File: config.mk
export PLATFORM = sky130hd
export DESIGN_NAME = cp0_unit
export DESIGN_NICKNAME = d
export VERILOG_FILES = /design/src/rtl/cp0_unit_pkg.sv /design/src/rtl/cp0_req_gen.sv /design/src/rtl/cp0_unit.sv
export SDC_FILE = /design/constraint.sdc
export NUM_CORES = 1
export LEC_CHECK = 0
export BUFFER_PORTS_ARGS = -buffer_cell sky130_fd_sc_hd__buf_2
export CORE_MARGIN = 3
export CORE_UTILIZATION = 52
export DETAILED_ROUTE_END_ITERATION = 8
export GPL_TIMING_DRIVEN = 0
export PLACE_DENSITY_LB_ADDON = 0.08
export SYNTH_ARGS = -nofsm -noshare
export SYNTH_HDL_FRONTEND = slang
export SYNTH_SLANG_ARGS = --single-unit
File: constraint.sdc
create_clock -name clk -period 5.7 [get_ports clk]
set_input_delay 1.425 -clock clk [delete_from_list [all_inputs] [get_ports clk]]
set_output_delay 1.425 -clock clk [all_outputs]
set_load 0.03 [all_outputs]
File: src/rtl/cp0_unit_pkg.sv
// Shared CP0 definitions: register numbers, exception codes, SR/Cause field positions.
// The CP0_BADVADDR_EN macro adds the BadVAddr register (number 8) to cp0_unit.
package cp0_unit_pkg;

   localparam logic [4:0] CP0_REG_BADVADDR = 5'd8;
   localparam logic [4:0] CP0_REG_SR       = 5'd12;
   localparam logic [4:0] CP0_REG_CAUSE    = 5'd13;
   localparam logic [4:0] CP0_REG_EPC      = 5'd14;
   localparam logic [4:0] CP0_REG_PRID     = 5'd15;

   localparam logic [4:0] EXC_INT     = 5'd0;
   localparam logic [4:0] EXC_ADEL    = 5'd4;
   localparam logic [4:0] EXC_ADES    = 5'd5;
   localparam logic [4:0] EXC_SYSCALL = 5'd8;
   localparam logic [4:0] EXC_RI      = 5'd10;
   localparam logic [4:0] EXC_OV      = 5'd12;

   localparam int SR_IE       = 0;
   localparam int SR_EXL      = 1;
   localparam int SR_IM_LSB   = 10;
   localparam int CAUSE_EXC_LSB = 2;
   localparam int CAUSE_IP_LSB  = 10;
   localparam int CAUSE_BD      = 31;

   // Only IM, EXL and IE survive an mtc0 to SR.
   localparam logic [31:0] SR_WMASK = 32'h0000_FC03;

   localparam logic [31:0] Error_Entry = 32'h0000_4180;

endpackage

File: src/rtl/cp0_req_gen.sv
// Combinational interrupt/exception request arbitration for the CP0 unit.
module cp0_req_gen
   import cp0_unit_pkg::*;
#(
   parameter int HWINT_W = 6
) (
   input  logic [HWINT_W-1:0] hwint,
   input  logic [HWINT_W-1:0] im,
   input  logic               ie,
   input  logic               exl,
   input  logic [4:0]         exc_code,
   output logic               int_req,
   output logic               exc_req,
   output logic               req
);

   // Interrupts need a matching unmasked line and global enable; both kinds are blocked inside a handler.
   always_comb begin
      int_req = (|(hwint & im)) & ie & ~exl;
      exc_req = (exc_code != EXC_INT) & ~exl;
      req     = int_req | exc_req;
   end

endmodule

File: src/rtl/cp0_unit.sv
// Coprocessor-0 in the memory stage: SR, Cause, EPC, PRId and interrupt/exception entry.
// Optional BadVAddr register is enabled by defining CP0_BADVADDR_EN.
module cp0_unit
   import cp0_unit_pkg::*;
#(
   parameter logic [31:0] PRID    = 32'h0000_2530,
   parameter int          HWINT_W = 6
) (
   input  logic               clk,
   input  logic               reset,
   input  logic [31:0]        M_PC,
   input  logic               M_BD,
   input  logic [4:0]         M_ExcCode,
   input  logic               M_mtc0,
   input  logic               M_eret,
   input  logic [4:0]         M_rd,
   input  logic [31:0]        M_RD2,
   input  logic [HWINT_W-1:0] HWInt,
`ifdef CP0_BADVADDR_EN
   input  logic [31:0]        M_badvaddr,
`endif
   output logic [31:0]        cp0_rdata,
   output logic               req,
   output logic [31:0]        EPC_out
);

   logic [31:0]        sr_q;
   logic               cause_bd_q;
   logic [HWINT_W-1:0] cause_ip_q;
   logic [4:0]         cause_exc_q;
   logic [31:0]        epc_q;
   logic [31:0]        cause_word;
   logic               int_req;
   logic               exc_req;

   cp0_req_gen #(
      .HWINT_W (HWINT_W)
   ) u_req_gen (
      .hwint    (HWInt),
      .im       (sr_q[SR_IM_LSB +: HWINT_W]),
      .ie       (sr_q[SR_IE]),
      .exl      (sr_q[SR_EXL]),
      .exc_code (M_ExcCode),
      .int_req  (int_req),
      .exc_req  (exc_req),
      .req      (req)
   );

   // A taken event wins over any mtc0/eret in the same cycle; eret wins over a coincident mtc0.
   always_ff @(posedge clk or posedge reset) begin
      if (reset) begin
         sr_q        <= '0;
         cause_bd_q  <= 1'b0;
         cause_ip_q  <= '0;
         cause_exc_q <= '0;
         epc_q       <= '0;
      end else begin
         cause_ip_q <= HWInt;
         if (req) begin
            sr_q[SR_EXL] <= 1'b1;
            cause_exc_q  <= (exc_req && !int_req) ? M_ExcCode : EXC_INT;
            cause_bd_q   <= M_BD;
            epc_q        <= M_BD ? (M_PC - 32'd4) : M_PC;
         end else if (M_eret) begin
            sr_q[SR_EXL] <= 1'b0;
         end else if (M_mtc0) begin
            if (M_rd == CP0_REG_SR) begin
               sr_q <= M_RD2 & SR_WMASK;
            end else if (M_rd == CP0_REG_EPC) begin
               epc_q <= M_RD2;
            end
         end
      end
   end

`ifdef CP0_BADVADDR_EN
   logic [31:0] badvaddr_q;

   // Only address-error exceptions capture the faulting address.
   always_ff @(posedge clk or posedge reset) begin
      if (reset) begin
         badvaddr_q <= '0;
      end else if (exc_req && !int_req &&
                   (M_ExcCode == EXC_ADEL || M_ExcCode == EXC_ADES)) begin
         badvaddr_q <= M_badvaddr;
      end
   end
`endif

   always_comb begin
      cause_word                                = '0;
      cause_word[CAUSE_BD]                      = cause_bd_q;
      cause_word[CAUSE_IP_LSB +: HWINT_W]       = cause_ip_q;
      cause_word[CAUSE_EXC_LSB +: 5]            = cause_exc_q;
   end

   // mfc0 read port; unimplemented register numbers read as zero.
   always_comb begin
      cp0_rdata = '0;
      case (M_rd)
`ifdef CP0_BADVADDR_EN
         CP0_REG_BADVADDR: cp0_rdata = badvaddr_q;
`endif
         CP0_REG_SR:       cp0_rdata = sr_q;
         CP0_REG_CAUSE:    cp0_rdata = cause_word;
         CP0_REG_EPC:      cp0_rdata = epc_q;
         CP0_REG_PRID:     cp0_rdata = PRID;
         default:          cp0_rdata = '0;
      endcase
   end

   assign EPC_out = epc_q;

endmodule

== Yosys cells after proc, flatten, opt, wreduce, memory -nomap -nowiden ==
Index checks and enable logic that the tools add are counted.
Cells by class
  magnitude comparators: 0
  divide/modulo/power cells: 0
  mux-type cells: 12
  eq/ne operators: 6
  shifts and indexed selects: 0
  reduce and logical (&&, ||, !) cells: 11
  bitwise operators: 8
  multipliers: 0
  $add $sub $neg: 1
Operators by type and width (count)
  $mux 32: 6
  $pmux 32 s4: 1
  $sub 32x3->32 const B: 1
  $eq 5x4->1 const B: 4
  $reduce_and 4->1: 2
  $and 6x6->6: 1
  $reduce_bool 3->1: 2
  $reduce_or 6->1: 1
  $mux 5: 1
  $reduce_bool 5->1: 1
  $mux 2: 2
  $reduce_bool 2->1: 2
  $and 1x1->1: 3
  $not 1->1: 3
  $mux 1: 2
  $ne 2x1->1 const B: 1
  $ne 2x2->1 const B: 1
  $reduce_and 2->1: 1
  $logic_and 1x1->1: 1
  $logic_not 1->1: 1
  $or 1x1->1: 1
Storage, ports and cells
  word-level logic and storage cells: 44
  bits of input ports: 85
  bits in writable memories: 0
  bits in latches: 0
  memory bits (read-only): 0
  output and inout port bits: 65
  bits in registers: 52
  memories kept: 0

== Depth between registers and ports, before layout ==
  word-level depth: 7
  gate-level depth with buffers: 7
  depth with buffers taken out: 6

== Hierarchy ==
From an unflattened synthesis, not the netlist that was laid out.
Unflattened totals
  cells, all modules: 372
  area, all modules: 3344.5 um2
Modules (own cells, without submodules)
  cp0_unit: sequential area each 1301.2 um2, times used 1, cells each 363, area an instance 3268.1 um2
  cp0_req_gen: sequential area each 0.0 um2, times used 1, cells each 9, area an instance 76.3 um2

== Least setup slack after synthesis ==
OpenSTA, ideal clock, no wires.
  kind: input-to-output
  start point: input port M_rd[1]
  end point: output port cp0_rdata[31]
  data required time: 4275 ps
  cell stages on the path: 6
  arrival time: 2768 ps
  slack: 1507 ps
  buffers on the path: 3
  path through: buf_2 nor2b_1 clkbuf_1 clkbuf_1 a22oi_1 nor2_1
Between the ends
  word-level cells in the longest chain between the ends: 2
  elaborated cells between the ends (all ways): 5
  those cells by class: eq/ne (4); mux (1)
Ends and longest elaborated chain
  start: declaration: line cp0_unit.sv:16  | input logic [4:0] M_rd,
  $eq 5x4->1: line cp0_unit.sv:100  | case (M_rd)
  $pmux 32 s4 (*): line cp0_unit.sv:100
  end: declaration: line cp0_unit.sv:22  | output logic [31:0] cp0_rdata,
Every way passes the cells marked *; elsewhere a longest branch is shown, timed or not.

== Final worst setup path ==
  start point: input port HWInt[1]
  end point: output port req
Between the ends
  word-level cells in the longest chain between the ends: 5
Ends and longest elaborated chain
  start: declaration: line cp0_unit.sv:18  | input logic [HWINT_W-1:0] HWInt,
  $and 6x6->6: line cp0_req_gen.sv:19  | int_req = (|(hwint & im)) & ie & ~exl;
  $reduce_or 6->1: line cp0_req_gen.sv:19
  $and 1x1->1 (2 in a row): line cp0_req_gen.sv:19
  $or 1x1->1: line cp0_req_gen.sv:21  | req = int_req | exc_req;
  end: declaration: line cp0_unit.sv:23  | output logic req,
No other way between the ends.

==> flow_summary.ini <==
[drt]
routed_wirelength_mm = 11.46
drtIter0Drc = 202
wl_per_cell_um = 18.79
ant_nets = 0
drtPass1Iterations = 5
drc = 0
vias = 3707
viasPerCell = 6.077

[clock_network]
cts_hold_buf = 0
cts-htree-levels = 2
root_buffer = clkbuf_8
post_cts_buffers = 0
cts_sinks = 52
cts_repair_resize_count = 0
cts_tree = done
clkSlewWorstSetupHoldPaths_ns = 0.11
cts_buffer_depth = 2
cts_inserted_buffers = 5
clock_latency_ns = 0.32

[timing]
slew_viol_final = 0
rsz0062_at_grt = false
tns_ns = 0
hold_viol = 0
fin_crit_sh_pct = 84.63
finalClockSkew_ns = 0.01480
setup_viol = 0
max_freq_ghz = 0.2073
worstMarginPinSlew_ns = 0.8349
fin_crit_ns = 4.824
slew_headroom_pct = 44.34

[setup_path]
cp_num_buf_inv = 4
crit_path_max_fanout = 10
required_ns = 4.28
r2r_slack_ns = 3.21
cp-start-kind = input port
max_stage_delay_ns = 0.43
crit_chain = buf_2, a22oi_1, a311oi_2, nor2_1, clkinv_1, buf_4, buf_2
cp_slowest_cell = nor2_1
cp_common_cell = buf_2
worstSetupPathType = in -> out
end_kind = primary output
crit_family = buffers and inverters
crit_arrival_ns = 3.40

[yosys]
netlist_area_um2 = 3548
avgSynthCellArea_um2 = 9.437
synth_nets = 462
seq_area_frac_synth_pct = 36.67
yosysWarnings = 0
synth_edf_count = 0
post_synth_inst_count = 376
synth_ff_type = dfrtp_1
synthArstFlopShare_pct = 100.0
synthTopCellsByCount = dfrtp_1, mux2i_1, a31oi_1, clkbuf_1, nor2_1
yosys-top-cells-area = dfrtp_1, mux2i_1, a31oi_1, mux2_2, o31ai_1
synth_top_area_share_pct = 36.67
yosys.area.top_type = dfrtp_1
synth_cell_type_count = 47
ys_seq_elements = 52
yosysMostFrequentCell = dfrtp_1

[global_route]
grt_pass1_wl_mm = 17.26
grt_pass1_vias = 3452
grt_max_degree = 29
antenna_found_initial = 0
gr-total-overflow = 0
grt_usage_pct = 28.88

[floorplan]
ios = 150
die_w_um = 88.61
die_y_um = 88.61
fp-row-count = 29
die_area_um2 = 7851
start_util_pct = 54.63
core_um2 = 6495

[outcome]
status = finished clean

[flow_run]
cap_violations = 0

[final_layout]
nets = 618
fin_area_um2 = 4499
num_antenna_cells = 0
drive_gt1_share_pct = 35.08
synthToLayoutAreaGrowth_pct = 26.80
fillCellCount = 568
final_cells = 610

[placed_design]
io_buffers = 148
routabilityCongestion = 0.9635
place_hpwl_mm = 9.275
dp.cells = 602
place_area_um2 = 4405

[min_path]
hold_path.class = reg -> reg

[power]
p_per_area_nw_per_um2 = 395.7
p_leak_uw = 0.002055
peakVddDrop_mv = 0.1563
power_uw = 1780
## per-stage QoR
stage               hold WS (ns)  util, %  setup slack, ns
floorplan                 0.4677        -            1.507
global placement          0.4846    67.52           0.8573
detailed placement        0.4910    67.83           0.8693
CTS                       0.5165    69.27           0.8646
global route              0.5315    69.27           0.6973
finish                    0.5152    69.27           0.8762
## kinds of logic (layout without fill, tap and decap cells)
kind of cell    Yosys count  in the layout  share of synthesized area, %
mux                      49             49                         14.32
simple gates            139            139                         25.25
xor+xnor                 13             13                         3.209
fa+ha+maj                 1              1                        0.3526
compound gates           76             76                         14.77
buf+inv                  46            203                         5.430
flops                    52             52                         36.67
## state kept, by name, indices dropped and copies added (netlist names)
name	count
EPC_out	32
cause_ip_q	6
sr_q	8
cause_bd_q	1
cause_exc_q	5
## cell usage in the layout (no fill, tap or decap), types with 5 or more instances in the layout
| cell type | Yosys | routed |
|---|---|---|
| a22o_1 | 5 | 5 |
| clkbuf_1 | 22 | 22 |
| and3_1 | 7 | 7 |
| clkbuf_8 | 0 | 5 |
| nor2_1 | 20 | 20 |
| a21oi_1 | 8 | 8 |
| or3_1 | 6 | 6 |
| mux2_2 | 14 | 14 |
| mux2i_1 | 35 | 35 |
| o21ai_0 | 7 | 7 |
| inv_1 | 14 | 13 |
| nor4_1 | 13 | 13 |
| nand3_1 | 6 | 6 |
| buf_2 | 2 | 150 |
| or4_1 | 12 | 12 |
| nor4bb_1 | 7 | 7 |
| xor2_1 | 10 | 10 |
| nor3_1 | 17 | 17 |
| a22oi_1 | 7 | 7 |
| o31ai_1 | 18 | 18 |
| nand2_1 | 8 | 8 |
| and4_1 | 10 | 10 |
| dfrtp_1 | 52 | 52 |
| a31oi_1 | 26 | 26 |
| nand4_1 | 10 | 10 |
## where the power goes
part,internal (uW),total [uW],switching (uW)
logic,321,921,600
registers,519,638,120
clock network,89.7,221,131
total,929,1780,851
## final timing paths
| path | from | end | cells past startpoint |
|---|---|---|---|
| setup / recovery | HWInt[1] | req | 7 |
| hold / removal | cause_exc_q[2]$_DFFE_PP0N_ | cause_exc_q[2]$_DFFE_PP0N_ | 1 |
| setup reg to reg | sr_q[11]$_DFFE_PP0P_ | cause_bd_q$_DFFE_PP0N_ | 5 |
| hold reg to reg | cause_exc_q[2]$_DFFE_PP0N_ | cause_exc_q[2]$_DFFE_PP0N_ | 1 |
| max in group asynchronous | reset | EPC_out[4]$_DFFE_PP0P_ | 3 |
| min in group asynchronous | reset | EPC_out[0]$_DFFE_PP0P_ | 2 |
## layer usage
| layer | wire length [um] | track usage, % |
|---|---|---|
| met1 | 5127 | 40.35 |
| met2 | 5427 | 47.79 |
| met3 | 724 | 3.631 |
| met4 | 180 | 7.143 |
| met5 | 0 | 0 |
## layout make-up
type	count	area, um2	share of cell area, %
multi-input combinational	278	2054	45.66
sequential	52	1301	28.92
timing repair buffer	149	760.7	16.91
buffer	31	136.4	3.031
tap	77	96.34	2.141
clock buffer	5	68.82	1.529
inverter	15	56.30	1.251
clock inverter	3	25.02	0.5562
No activity file was read; power rests on OpenSTA's default activity.
